==> src/rtl/rr_grant_ctrl_if.sv <==
// rtl/rr_grant_ctrl_if.sv - request/grant bundle between the requester bank and the round-robin arbiter
//
// Signals:
//   req       [7:0]  request vector, bit i = requester i
//   gnt       [7:0]  one-hot grant, zero when no grant is active
//   gnt_id    [2:0]  index of the current or last granted requester
//   gnt_valid        high while gnt is non-zero
//   timeout          one-cycle pulse when a grant is revoked by hold expiry
// Modports:
//   master  requester side (drives req)
//   slave   arbiter side (drives grant outputs)
interface rr_grant_ctrl_if;
   logic [7:0] req;
   logic [7:0] gnt;
   logic [2:0] gnt_id;
   logic       gnt_valid;
   logic       timeout;

   modport master (output req, input gnt, input gnt_id, input gnt_valid, input timeout);
   modport slave  (input req, output gnt, output gnt_id, output gnt_valid, output timeout);
endinterface

==> src/rtl/rr_grant_ctrl.sv <==
// rtl/rr_grant_ctrl.sv - 8-way round-robin arbiter with grant hold limit and idle gap
//
// Purpose:
//   Shares one resource among 8 requesters. The winner is the first requester
//   at or after (last_id+1) mod 8; the grant is held while the owner keeps its
//   request, up to MAX_HOLD cycles, followed by one mandatory GAP cycle.
// Ports:
//   clk    rising-edge clock
//   rst_n  asynchronous active-low reset
//   bus    rr_grant_ctrl_if.slave: req in; gnt, gnt_id, gnt_valid, timeout out
// Parameters:
//   MAX_HOLD  maximum consecutive grant cycles (1..255)
module rr_grant_ctrl #(
   parameter int unsigned MAX_HOLD = 16
) (
   input  logic           clk,
   input  logic           rst_n,
   rr_grant_ctrl_if.slave bus
);

   typedef enum logic [1:0] {
      S_IDLE  = 2'd0,
      S_GRANT = 2'd1,
      S_GAP   = 2'd2
   } state_t;

   localparam logic [7:0] HOLD_LAST = 8'(MAX_HOLD - 1);

   state_t     r_state;
   logic [7:0] r_gnt;
   logic [2:0] r_gnt_id;
   logic       r_gnt_valid;
   logic       r_timeout;
   logic [2:0] r_last_id;
   logic [7:0] r_hold_cnt;

   logic [2:0] w_winner;
   logic [2:0] w_scan_idx;

   // Scan from the farthest offset down to the nearest, so the nearest set bit
   // after last_id is the one left in w_winner.
   always_comb begin
      w_winner   = r_last_id + 3'd1;
      w_scan_idx = r_last_id + 3'd1;
      for (int k = 7; k >= 0; k--) begin
         w_scan_idx = r_last_id + 3'd1 + 3'(k);
         if (bus.req[w_scan_idx]) begin
            w_winner = w_scan_idx;
         end
      end
   end

   always_ff @(posedge clk or negedge rst_n) begin
      if (!rst_n) begin
         r_state     <= S_IDLE;
         r_gnt       <= 8'h00;
         r_gnt_id    <= 3'd0;
         r_gnt_valid <= 1'b0;
         r_timeout   <= 1'b0;
         r_last_id   <= 3'd7;
         r_hold_cnt  <= 8'd0;
      end else begin
         case (r_state)
            S_IDLE: begin
               r_timeout <= 1'b0;
               if (|bus.req) begin
                  r_gnt       <= 8'b1 << w_winner;
                  r_gnt_id    <= w_winner;
                  r_gnt_valid <= 1'b1;
                  r_last_id   <= w_winner;
                  r_hold_cnt  <= 8'd0;
                  r_state     <= S_GRANT;
               end
            end
            S_GRANT: begin
               // A dropped request takes priority over hold expiry: no timeout.
               if (!bus.req[r_gnt_id]) begin
                  r_gnt       <= 8'h00;
                  r_gnt_valid <= 1'b0;
                  r_timeout   <= 1'b0;
                  r_state     <= S_GAP;
               end else if (r_hold_cnt == HOLD_LAST) begin
                  r_gnt       <= 8'h00;
                  r_gnt_valid <= 1'b0;
                  r_timeout   <= 1'b1;
                  r_state     <= S_GAP;
               end else begin
                  r_hold_cnt  <= r_hold_cnt + 8'd1;
               end
            end
            S_GAP: begin
               r_timeout <= 1'b0;
               r_state   <= S_IDLE;
            end
            default: begin
               r_timeout <= 1'b0;
               r_state   <= S_IDLE;
            end
         endcase
      end
   end

   assign bus.gnt       = r_gnt;
   assign bus.gnt_id    = r_gnt_id;
   assign bus.gnt_valid = r_gnt_valid;
   assign bus.timeout   = r_timeout;

endmodule

==> src/flat_wrapper.sv <==
// flat-port wrapper written by rule: the top's interface ports become plain ports
module rr_grant_ctrl_flat 
#(
   parameter int unsigned MAX_HOLD = 16
)
  (clk, rst_n, bus_req, bus_gnt, bus_gnt_id, bus_gnt_valid, bus_timeout);
  rr_grant_ctrl_if bus_i ();
  input  logic clk;
  input  logic rst_n;
  input wire logic [$bits(bus_i.req)-1:0] bus_req;
  output wire logic [$bits(bus_i.gnt)-1:0] bus_gnt;
  output wire logic [$bits(bus_i.gnt_id)-1:0] bus_gnt_id;
  output wire logic [$bits(bus_i.gnt_valid)-1:0] bus_gnt_valid;
  output wire logic [$bits(bus_i.timeout)-1:0] bus_timeout;
  assign bus_i.req = bus_req;
  assign bus_gnt = bus_i.gnt;
  assign bus_gnt_id = bus_i.gnt_id;
  assign bus_gnt_valid = bus_i.gnt_valid;
  assign bus_timeout = bus_i.timeout;
  rr_grant_ctrl #(.MAX_HOLD(MAX_HOLD)) u_core (.clk(clk), .rst_n(rst_n), .bus(bus_i));
endmodule
==> config.mk <==
export PLATFORM = sky130hd
export DESIGN_NAME = rr_grant_ctrl_flat
export DESIGN_NICKNAME = d
export VERILOG_FILES = /design/src/rtl/rr_grant_ctrl_if.sv /design/src/rtl/rr_grant_ctrl.sv /design/src/flat_wrapper.sv
export SDC_FILE = /design/constraint.sdc
export NUM_CORES = 1
export LEC_CHECK = 0
export CORE_MARGIN = 2
export CORE_UTILIZATION = 59
export CTS_BUF_LIST = sky130_fd_sc_hd__clkbuf_8
export DETAILED_ROUTE_END_ITERATION = 10
export DONT_BUFFER_PORTS = 1
export PLACE_DENSITY = 0.75
export SLEW_MARGIN = 20
export SYNTH_ARGS = -nofsm -noshare
export SYNTH_HDL_FRONTEND = slang
export SYNTH_SLANG_ARGS = --single-unit
==> constraint.sdc <==
create_clock -name clk -period 6.3 [get_ports clk]
set_input_delay 0.63 -clock clk [delete_from_list [all_inputs] [get_ports clk]]
set_output_delay 0.63 -clock clk [all_outputs]
set_load 0.01 [all_outputs]
==> summary.txt, run 1 <==
GRT
  – Antenna violations before repair: 0
  – Maximum number of pins on one net before global-route repair: 27
  – Global route overflow: 0
  – Global-route wire length before repair: around 8.1 mm
  – Overall Global Routing Usage: 24.5%
  – Via count of the first global-routing pass: 1654

Die
  – Total die area: between 0.004 and 0.005 mm²
  – Standard-cell rows: 21
  – Die Ht: between 60 and 70 µm
  – Standard cell core area: between 0.003 and 0.004 mm²
  – Number of top-level pins: 23
  – Horizontal extent of the die: roughly 64 µm
  – Initial Util: 62.7%

Layout
  – Area overhead of the layout relative to synthesis: 1.69%
  – Net count, final: about 220
  – Core Util, Final: a little under two thirds
  – Post-layout instance area: approximately 0.0022 mm²
  – Number of diodes added for antenna fixing: 0
  – Fraction of layout cells with a size suffix above 1: 15.5%
  – Most used cells in the layout excluding fill and tap cells: dfrtp_1, nand2_1, nor2_1
  – Leading cell type in the layout, fill and taps excluded: dfrtp_1
  – Non-filler instance count after layout: approximately 250

STA
  – Setup violation total in the final timing report: 0
  – Max-Slew Margin vs Limit: between 50% and 60%
  – Post-route setup TNS: 0 ns
  – Maximum clock frequency: roughly 240 MHz
  – Final Max Slew Viols: 0
  – Setup repair after global routing missed its margin: false
  – Fin. Hold Viols: 0
  – Minimum period implied by the final worst setup slack: 4.16 ns
  – Slew of the pin with the lowest slew margin: approximately 0.62 ns
  – Final period utilization: 66.0%
  – Worst clock skew: 0.00347 ns

Detailed routing
  – Total Wirelength: between 4 and 5 mm
  – Vias per Instance: about 6.9
  – Met2 Wirelength: 2.52 mm
  – Highest signal layer in the routed design: met4
  – Overall via count from detail_route: 1736
  – Wire length on met1: ~2.0 mm
  – Number of antenna-violating nets in the routed design: 0
  – Met3 wirelength from detailed routing: about 190 µm
  – Number of optimization iterations in the first detailed-route pass: 4
  – Detailed-route DRC error count: 0
  – Violation count after the first detailed-route iteration: ~160
  – Wirelength per Cell: approximately 19 µm

Yosys
  – Area of the mapped netlist: ~0.0021 mm²
  – Leading area contributor after synthesis: dfrtp_1
  – Share of flip-flops with an asynchronous set or reset: 100%
  – Distinct cells, synth: 55
  – Most used flip-flop cell after synthesis: dfrtp_1
  – Proportion of synthesized chip area in sequential cells: between 30 and 40%
  – Number of flops mapped to enable cells by yosys: 0
  – Synthesis-stage register bit count: 26
  – Synthesis warning total: 0
  – Ranking of synthesized cells by area: dfrtp_1, mux4_2, nand2_1
  – Synthesized area per cell: 9.96 µm²
  – Synth top area share: between 20% and 30%
  – Mapped Nets: between 200 and 250
  – Number of standard cells after synthesis: between 200 and 250

Clock network
  – Hold buffer count at cts: 0
  – Post CTS Setup Buffer Count: 0
  – Clock tree from TritonCTS: built
  – Longest Clk Path Bufs: 2
  – CTS Buf Count: 3
  – Clock tree root driver cell: clkbuf_8
  – CTS clk-pin slew, worst paths: ~0.08 ns
  – Clock network latency to the later pin of the worst-skew pair: approximately 0.26 ns
  – Gates resized, CTS repair: 0
  – Clock net sink count: 26
  – H-tree levels: 1

Place
  – Cell area after placement: about 0.0021 mm²
  – Detailed-placement wirelength estimate: between 3 and 4 mm
  – Number of instances in the placed design: roughly 250
  – Final estimated routing congestion in global placement: between 0.8 and 0.9
  – Total of buffers placed on input and output ports: 0

Min path
  – Tightest Hold Check Type: in2async

Setup path
  – WP data arrival: around 4.3 ns
  – Worst Setup Start Kind: flip-flop
  – Number of cell instances on the worst register-to-register path: 9
  – Largest stage delay on the critical path: around 0.89 ns
  – Class of the most critical setup path: reg2reg
  – Number of cells on the critical path: 9
  – Category of cells accounting for the largest share of critical-path delay: compound AO/OA/AOI/OAI gates
  – Critical path buffers and inverters: 1
  – CP max FO: 26
  – CP Data Required Time: about 6.5 ns
  – CP Capture Type: flip-flop
  – Ordered list of cells on the worst path: inv_2, ha_2, mux4_2, mux2_4, a311oi_4, a221oi_2, o311a_4, xnor2_2, o41ai_1
  – Critical Path Slowest Stage Cell: dfstp_2

Flow run
  – Max cap viols: 0

Run status
  – Outcome: finished, final reports clean
-- final timing paths --
path / end / from / slack, ns
worst max register to register: u_core.bus.gnt[4] / u_core.r_last_id[0] / 2.14
min in group clk: u_core.r_last_id[1] / u_core.r_last_id[1] / 0.50
worst max-delay path: u_core.bus.gnt[4] / u_core.r_last_id[0] / 2.14
worst min-delay path: u_core.r_hold_cnt[1] / rst_n / 0.05
max in group asynchronous: u_core.r_last_id[0] / rst_n / 6.08
worst min register to register: u_core.r_last_id[1] / u_core.r_last_id[1] / 0.50
-- metrics by stage --
step           setup slack (ns)  hold WS [ns]
4_1_cts                    1.80        0.0471
3_5_place_dp               1.82         0.335
5_1_grt                    1.85        0.0399
2_1_floorplan              3.00         0.334
3_3_place_gp               1.95         0.335
6_report                   2.14        0.0495
-- sequential cells by signal, indices dropped and copies added, names as in the netlist --
signal,count
u_core.bus.gnt,8
u_core.bus.timeout,1
u_core.bus.gnt_valid,1
u_core.r_state,2
u_core.r_hold_cnt,8
u_core.bus.gnt_id,3
u_core.r_last_id,3
-- synth_stat cells (all sizes together), types with 6 or more instances --
cell / instances
a21oi: 10
buf: 10
dfrtp: 23
inv: 6
mux4: 11
nand2: 22
nand3: 12
nor2: 17
nor4: 8
o21ai: 11
xnor2: 6
-- routing by layer --
layer / vias up / GRT usage (%)
met3: 10 / 2.29
li1: 816 / -
met4: 0 / 5.85
met2: 55 / 43.5
met1: 855 / 32.5
met5: - / 0
-- cell type report --
| cell class | count | area (µm²) |
|---|---|---|
| multi-input cells | 169 | 1380 |
| fillers | 277 | 1240 |
| flip-flops and latches | 26 | 654 |
| well taps | 46 | 57.6 |
| clock buffers | 4 | 55.1 |
| inverters | 7 | 26.3 |
| repair buffers | 1 | 7.51 |
-- cells by family (layout without fill, tap and decap cells) --
logic type | Yosys count | in the layout | share of synthesized area (%)
buffers and inverters | 20 | 12 | 5.26
AO/OA/AOI/OAI | 59 | 59 | 22.6
multiplexers | 18 | 18 | 15.2
adder cells (fa/ha/maj) | 3 | 3 | 1.75
flip-flops | 26 | 26 | 30.5
XOR/XNOR | 13 | 13 | 7.83
AND/OR/NAND/NOR | 76 | 76 | 16.8
Power of run 1 is left out: the tool's default activity adds up to more than one toggle a clock period on the data nets, which glitch-free logic cannot reach.
==> run 2: changes to the inputs <==
clock period = 4.15 ns   (was 6.3 ns; I/O delays follow)
==> run 2 against run 1 <==
Against the previous run:
- final area rose by 1.5%
- worst hold slack better by 0.45 ns
- utilization is 0.95 points higher
- critical path depth increased by 1
- flip-flop and latch count unchanged
- wire length grew 5.2%
- global-route usage rose by 1.3 points
- fmax increased by 13%
- critical path type unchanged
==> summary.txt, run 2 (same netlist as run 1, synthesis figures left out) <==
GRT
  – Met2 GRT Util: 44.4% (+0.91 points)
  – GR Util met3: 1.94% (-0.35 points)
  – Most heavily used metal layer in global routing: met2
  – Via count of the first global-routing pass: 1718 (+3.9%)
  – Overall Global Routing Usage: 25.8% (+1.3 points)
  – Global route overflow: 0 (unchanged)
  – Antenna violations before repair: 0 (unchanged)
  – Maximum number of pins on one net before global-route repair: 27 (unchanged)
  – Global-route wire length before repair: 8.46 mm (+4.9%)
  – Global routing met1 resource utilization: 33.8% (+1.3 points)

Layout
  – Area overhead of the layout relative to synthesis: 3.21%
  – Net count, final: 225 (+1.8%)
  – Fillers: 286 (+3.2%)
  – Number of diodes added for antenna fixing: 0 (unchanged)
  – Leading cell type in the layout, fill and taps excluded: dfrtp_1
  – Fraction of layout cells with a size suffix above 1: 15.6% (+0.18 points)
  – Most used cells in the layout excluding fill and tap cells: dfrtp_1, nand2_1, nor2_1

Die
  – Number of top-level pins: 23 (unchanged)
  – Die Ht: 64.3 µm (unchanged)
  – Standard-cell rows: 21 (unchanged)
  – Horizontal extent of the die: 64.3 µm (unchanged)
  – Initial Util: 62.7% (unchanged)
  – Standard cell core area: 0.00342 mm² (unchanged)
  – Total die area: 0.00413 mm² (unchanged)

Setup path
  – Class of the most critical setup path: reg2reg
  – WP data arrival: 3.82 ns (-0.50 ns)
  – CP Capture Type: flip-flop
  – Worst Setup Start Kind: flip-flop
  – CP Data Required Time: 4.30 ns (-2.16 ns)
  – Launching element of the worst setup path: u_core.r_last_id[0]
  – Crit Reg-Reg Startpoint: u_core.r_last_id[0]
  – CP max FO: 15 (-42%)

STA
  – Post-route setup TNS: 0 ns (unchanged)
  – Setup violation total in the final timing report: 0 (unchanged)
  – Minimum period implied by the final worst setup slack: 3.67 ns (-0.493 ns)
  – Fin. Hold Viols: 0 (unchanged)
  – Final Max Slew Viols: 0 (unchanged)
  – Worst clock skew: 0.00893 ns (+0.00546 ns)
  – Final period utilization: 88.4% (+22 points)
  – Slew of the pin with the lowest slew margin: 0.601 ns (-0.0194 ns)
  – Max-Slew Margin vs Limit: 59.6% (+1.0 points)
  – Maximum clock frequency: 273 MHz (+13%)
  – Setup repair after global routing missed its margin: false

Clock network
  – H-tree levels: 1 (unchanged)
  – Clock network latency to the later pin of the worst-skew pair: 0.26 ns (about the same)
  – Clock tree from TritonCTS: built
  – Clock tree root driver cell: clkbuf_8
  – Clock net sink count: 26 (unchanged)
  – Longest Clk Path Bufs: 2 (unchanged)
  – CTS Buf Count: 3 (unchanged)
  – CTS clk-pin slew, worst paths: 0.09 ns (about the same)

Detailed routing
  – Detailed-route DRC error count: 0 (unchanged)
  – Total Wirelength: 5.03 mm (+5.2%)
  – Number of optimization iterations in the first detailed-route pass: 5 (+1)
  – Number of antenna-violating nets in the routed design: 0 (unchanged)
  – Overall via count from detail_route: 1776 (+2.3%)
  – Violation count after the first detailed-route iteration: 207 (+34%)
  – Vias per Instance: 6.91 (+0.71%)
  – Wirelength per Cell: 19.6 µm (+3.6%)

Place
  – Detailed-placement wirelength estimate: 3.60 mm (+0.74%)
  – Total of buffers placed on input and output ports: 0 (unchanged)
  – Final estimated routing congestion in global placement: 0.870 (-0.67%)

Flow run
  – Max cap viols: 0 (unchanged)

Run status
  – Outcome: finished, final reports clean

Min path
  – Worst min-delay path startpoint: u_core.r_last_id[1]
  – Tightest Hold Check Type: reg2reg
[run 2: path summary, 6_finish.rpt]
kind / to / slack [ns] / depth (start not counted)
max in group asynchronous: u_core.r_last_id[2] / 3.34 / 2
setup reg to reg: u_core.bus.gnt[4] / 0.48 / 10
min in group asynchronous: u_core.r_hold_cnt[3] / 0.58 / 2
hold reg to reg: u_core.r_last_id[1] / 0.50 / 2
hold / removal: u_core.r_last_id[1] / 0.50 / 2
setup / recovery: u_core.bus.gnt[4] / 0.48 / 10
[run 2: per-stage QoR]
stage / area (µm²) / hold slack [ns] / utilization (%) / setup slack (ns) / std cells
2_1_floorplan: 2140 / 0.119 / - / 0.849 / 215
3_3_place_gp: 2140 / 0.120 / 62.5 / 0.577 / 251
3_5_place_dp: 2140 / 0.120 / 62.5 / 0.496 / 251
4_1_cts: 2210 / 0.504 / 64.7 / 0.471 / 257
5_1_grt: 2210 / 0.537 / 64.7 / 0.286 / 257
6_report: 2210 / 0.504 / 64.7 / 0.483 / 257
[run 2: final cells by class]
type	instances	area (µm²)	share of cell area [%]
multi-input combinational	169	1380	62.2
sequential	26	654	29.6
tap	46	57.6	2.60
timing repair buffer	5	52.6	2.38
clock buffer	3	41.3	1.87
inverter	7	26.3	1.19
clock inverter	1	3.75	0.170
[run 2: critical path, cell delays in order (launching register included)]
cell	delay (ns)
dfstp_2	0.63
inv_2	0.09
ha_1	0.59
buf_4	0.34
xnor3_1	0.30
mux2_4	0.33
a311oi_4	0.27
a221oi_2	0.13
o311a_4	0.42
xnor2_2	0.17
o41ai_1	0.28
[run 2: per-layer routing]
layer,share of wire [%],wire [µm],vias to the layer above
li1,-,-,821
met1,41,2060,887
met3,4.2,210,10
met4,2.1,106,0
met5,0,0,-
met2,53,2650,58
[run 2: timing repair]
item	4_1_cts	5_1_grt
hold endpoints to repair	26	0
resized for setup	0	0
setup buffers	0	0
hold buffers	2	0
Power of run 2 is left out for the same reason.
==> run 3: changes to the inputs <==
--- a/config.mk
+++ b/config.mk
@@ -12,2 +12,3 @@
 export DONT_BUFFER_PORTS = 1
+export GPL_TIMING_DRIVEN = 0
 export PLACE_DENSITY = 0.75
==> constraint.sdc (replaced) <==
create_clock -name clk -period 4.15 [get_ports clk]
set_input_delay 0.83 -clock clk [delete_from_list [all_inputs] [get_ports clk]]
set_output_delay 0.83 -clock clk [all_outputs]
set_load 0.01 [all_outputs]
==> run 3 against run 2 <==
Against the previous run:
- largest cell class unchanged
- wire length decreased by 1.6%
- utilization increased by 1.8 points
- flip-flop and latch count unchanged
- fmax decreased by 0.42%
- final area increased by 2.7%
- critical path depth increased by 1
- highest routed layer unchanged
- die area unchanged
- sequential share of layout area decreased by 0.78 points
- critical path type unchanged
- non-clock buffer count increased by 8
- count of clock-buffer cells in the layout unchanged
- worst setup slack got worse by 0.015 ns
==> summary.txt, run 3 (same netlist as run 1, synthesis figures left out) <==
Layout
  – Fraction of layout cells with a size suffix above 1: 18.3% (+2.6 points)
  – Area overhead of the layout relative to synthesis: 6.02%
  – Number of diodes added for antenna fixing: 0 (unchanged)
  – Fillers: 277 (-3.1%)
  – Most used cells in the layout excluding fill and tap cells: dfrtp_1, nand2_1, nor2_1
  – Net count, final: 233 (+3.6%)
  – Leading cell type in the layout, fill and taps excluded: dfrtp_1

Clock network
  – Longest Clk Path Bufs: 2 (unchanged)
  – CTS clk-pin slew, worst paths: 0.09 ns (about the same)
  – Clock network latency to the later pin of the worst-skew pair: 0.27 ns (about the same)
  – Hold buffer count at cts: 0 (-2)
  – H-tree levels: 1 (unchanged)
  – Clock tree root driver cell: clkbuf_8
  – Post CTS Setup Buffer Count: 0 (unchanged)
  – Gates resized, CTS repair: 0 (unchanged)
  – CTS Buf Count: 3 (unchanged)
  – Clock tree from TritonCTS: built
  – Clock net sink count: 26 (unchanged)

Die
  – Number of top-level pins: 23 (unchanged)
  – Horizontal extent of the die: 64.3 µm (unchanged)
  – Initial Util: 62.7% (unchanged)
  – Die Ht: 64.3 µm (unchanged)
  – Total die area: 0.00413 mm² (unchanged)
  – Standard-cell rows: 21 (unchanged)
  – Standard cell core area: 0.00342 mm² (unchanged)

STA
  – Max-Slew Margin vs Limit: 57.4% (-2.2 points)
  – Maximum clock frequency: 272 MHz (-0.42%)
  – Fin. Hold Viols: 0 (unchanged)
  – Final period utilization: 88.7% (+0.37 points)
  – Slew of the pin with the lowest slew margin: 0.634 ns (+0.0329 ns)
  – Worst clock skew: 0.00499 ns (-0.00394 ns)
  – Post-route setup TNS: 0 ns (unchanged)
  – Setup repair after global routing missed its margin: false
  – Final Max Slew Viols: 0 (unchanged)
  – Setup violation total in the final timing report: 0 (unchanged)
  – Minimum period implied by the final worst setup slack: 3.68 ns (+0.0154 ns)

Setup path
  – Crit Reg-Reg Startpoint: u_core.r_last_id[0]
  – CP max FO: 10 (-5)
  – CP Capture Type: flip-flop
  – R2r endpoint: u_core.bus.gnt[1]
  – Worst Setup Start Kind: flip-flop
  – Register-to-register setup slack: 0.47 ns (-0.02 ns)
  – Number of cell instances on the worst register-to-register path: 11 (+1)
  – CP Data Required Time: 4.28 ns (-0.02 ns)
  – Class of the most critical setup path: reg2reg
  – WP data arrival: 3.81 ns (about the same)

Detailed routing
  – Total Wirelength: 4.95 mm (-1.6%)
  – Number of antenna-violating nets in the routed design: 0 (unchanged)
  – Overall via count from detail_route: 1785 (+0.51%)
  – Number of optimization iterations in the first detailed-route pass: 4 (-1)
  – Vias per Instance: 6.74 (-2.5%)
  – Violation count after the first detailed-route iteration: 192 (-7.2%)
  – Detailed-route DRC error count: 0 (unchanged)
  – Wirelength per Cell: 18.7 µm (-4.5%)

Place
  – Total of buffers placed on input and output ports: 0 (unchanged)
  – Final estimated routing congestion in global placement: 0.858 (-1.4%)
  – Detailed-placement wirelength estimate: 3.77 mm (+4.7%)

GRT
  – Global route overflow: 0 (unchanged)
  – Maximum number of pins on one net before global-route repair: 27 (unchanged)
  – Overall Global Routing Usage: 25.3% (-0.49 points)
  – Global-route wire length before repair: 8.24 mm (-2.6%)
  – Antenna violations before repair: 0 (unchanged)
  – Via count of the first global-routing pass: 1708 (-0.58%)

Run status
  – Outcome: finished, final reports clean

Min path
  – Tightest Hold Check Type: in2async

Flow run
  – Max cap viols: 0 (unchanged)
[run 3: through the flow]
step	std cells	hold slack [ns]	instance area, µm²	setup WS (ns)	utilization, %
global route	265	0.229	2270	0.315	66.5
finish	265	0.244	2270	0.467	66.5
global placement	261	0.465	2200	0.577	64.4
CTS	265	0.238	2270	0.468	66.5
detailed placement	261	0.482	2200	0.490	64.4
floorplan	215	0.457	2140	0.849	-
[run 3: how the worst max path moves through the flow]
stage / start / end / cells after the start
floorplan: u_core.r_last_id[0] / u_core.bus.gnt[4] / 12
global placement: u_core.r_last_id[0] / u_core.bus.gnt[5] / 11
detailed placement: u_core.r_last_id[0] / u_core.bus.gnt[1] / 11
CTS: u_core.r_last_id[0] / u_core.bus.gnt[1] / 11
global route: u_core.r_last_id[0] / u_core.bus.gnt[1] / 11
finish: u_core.r_last_id[0] / u_core.bus.gnt[1] / 11
[run 3: per-layer routing]
layer / up-vias / GRT usage (%) / routed length (µm)
met5: - / 0 / 0
met3: 8 / 2.46 / 177
met4: 0 / 8.51 / 78
met2: 50 / 44.8 / 2690
li1: 845 / - / -
met1: 882 / 32.4 / 2000
[run 3: worst max-delay path, cell delays in order, from the launching register on]
cell and delay, ns:
dfstp_2 0.54, buf_6 0.12, buf_6 0.14, inv_2 0.08
ha_1 0.30, buf_6 0.14, mux4_2 0.62, mux2_2 0.37
o311ai_1 0.28, nand3_1 0.21, xnor2_1 0.57, o31ai_1 0.17
[run 3: area by class of cell]
type	count	area, µm²	share of cell area (%)
multi-input combinational	169	1380	60.6
tap	46	57.6	2.53
inverter	7	26.3	1.16
sequential	26	654	28.8
buffer	13	86.3	3.80
clock inverter	1	30.0	1.32
clock buffer	3	41.3	1.82
Power of run 3 is left out for the same reason.
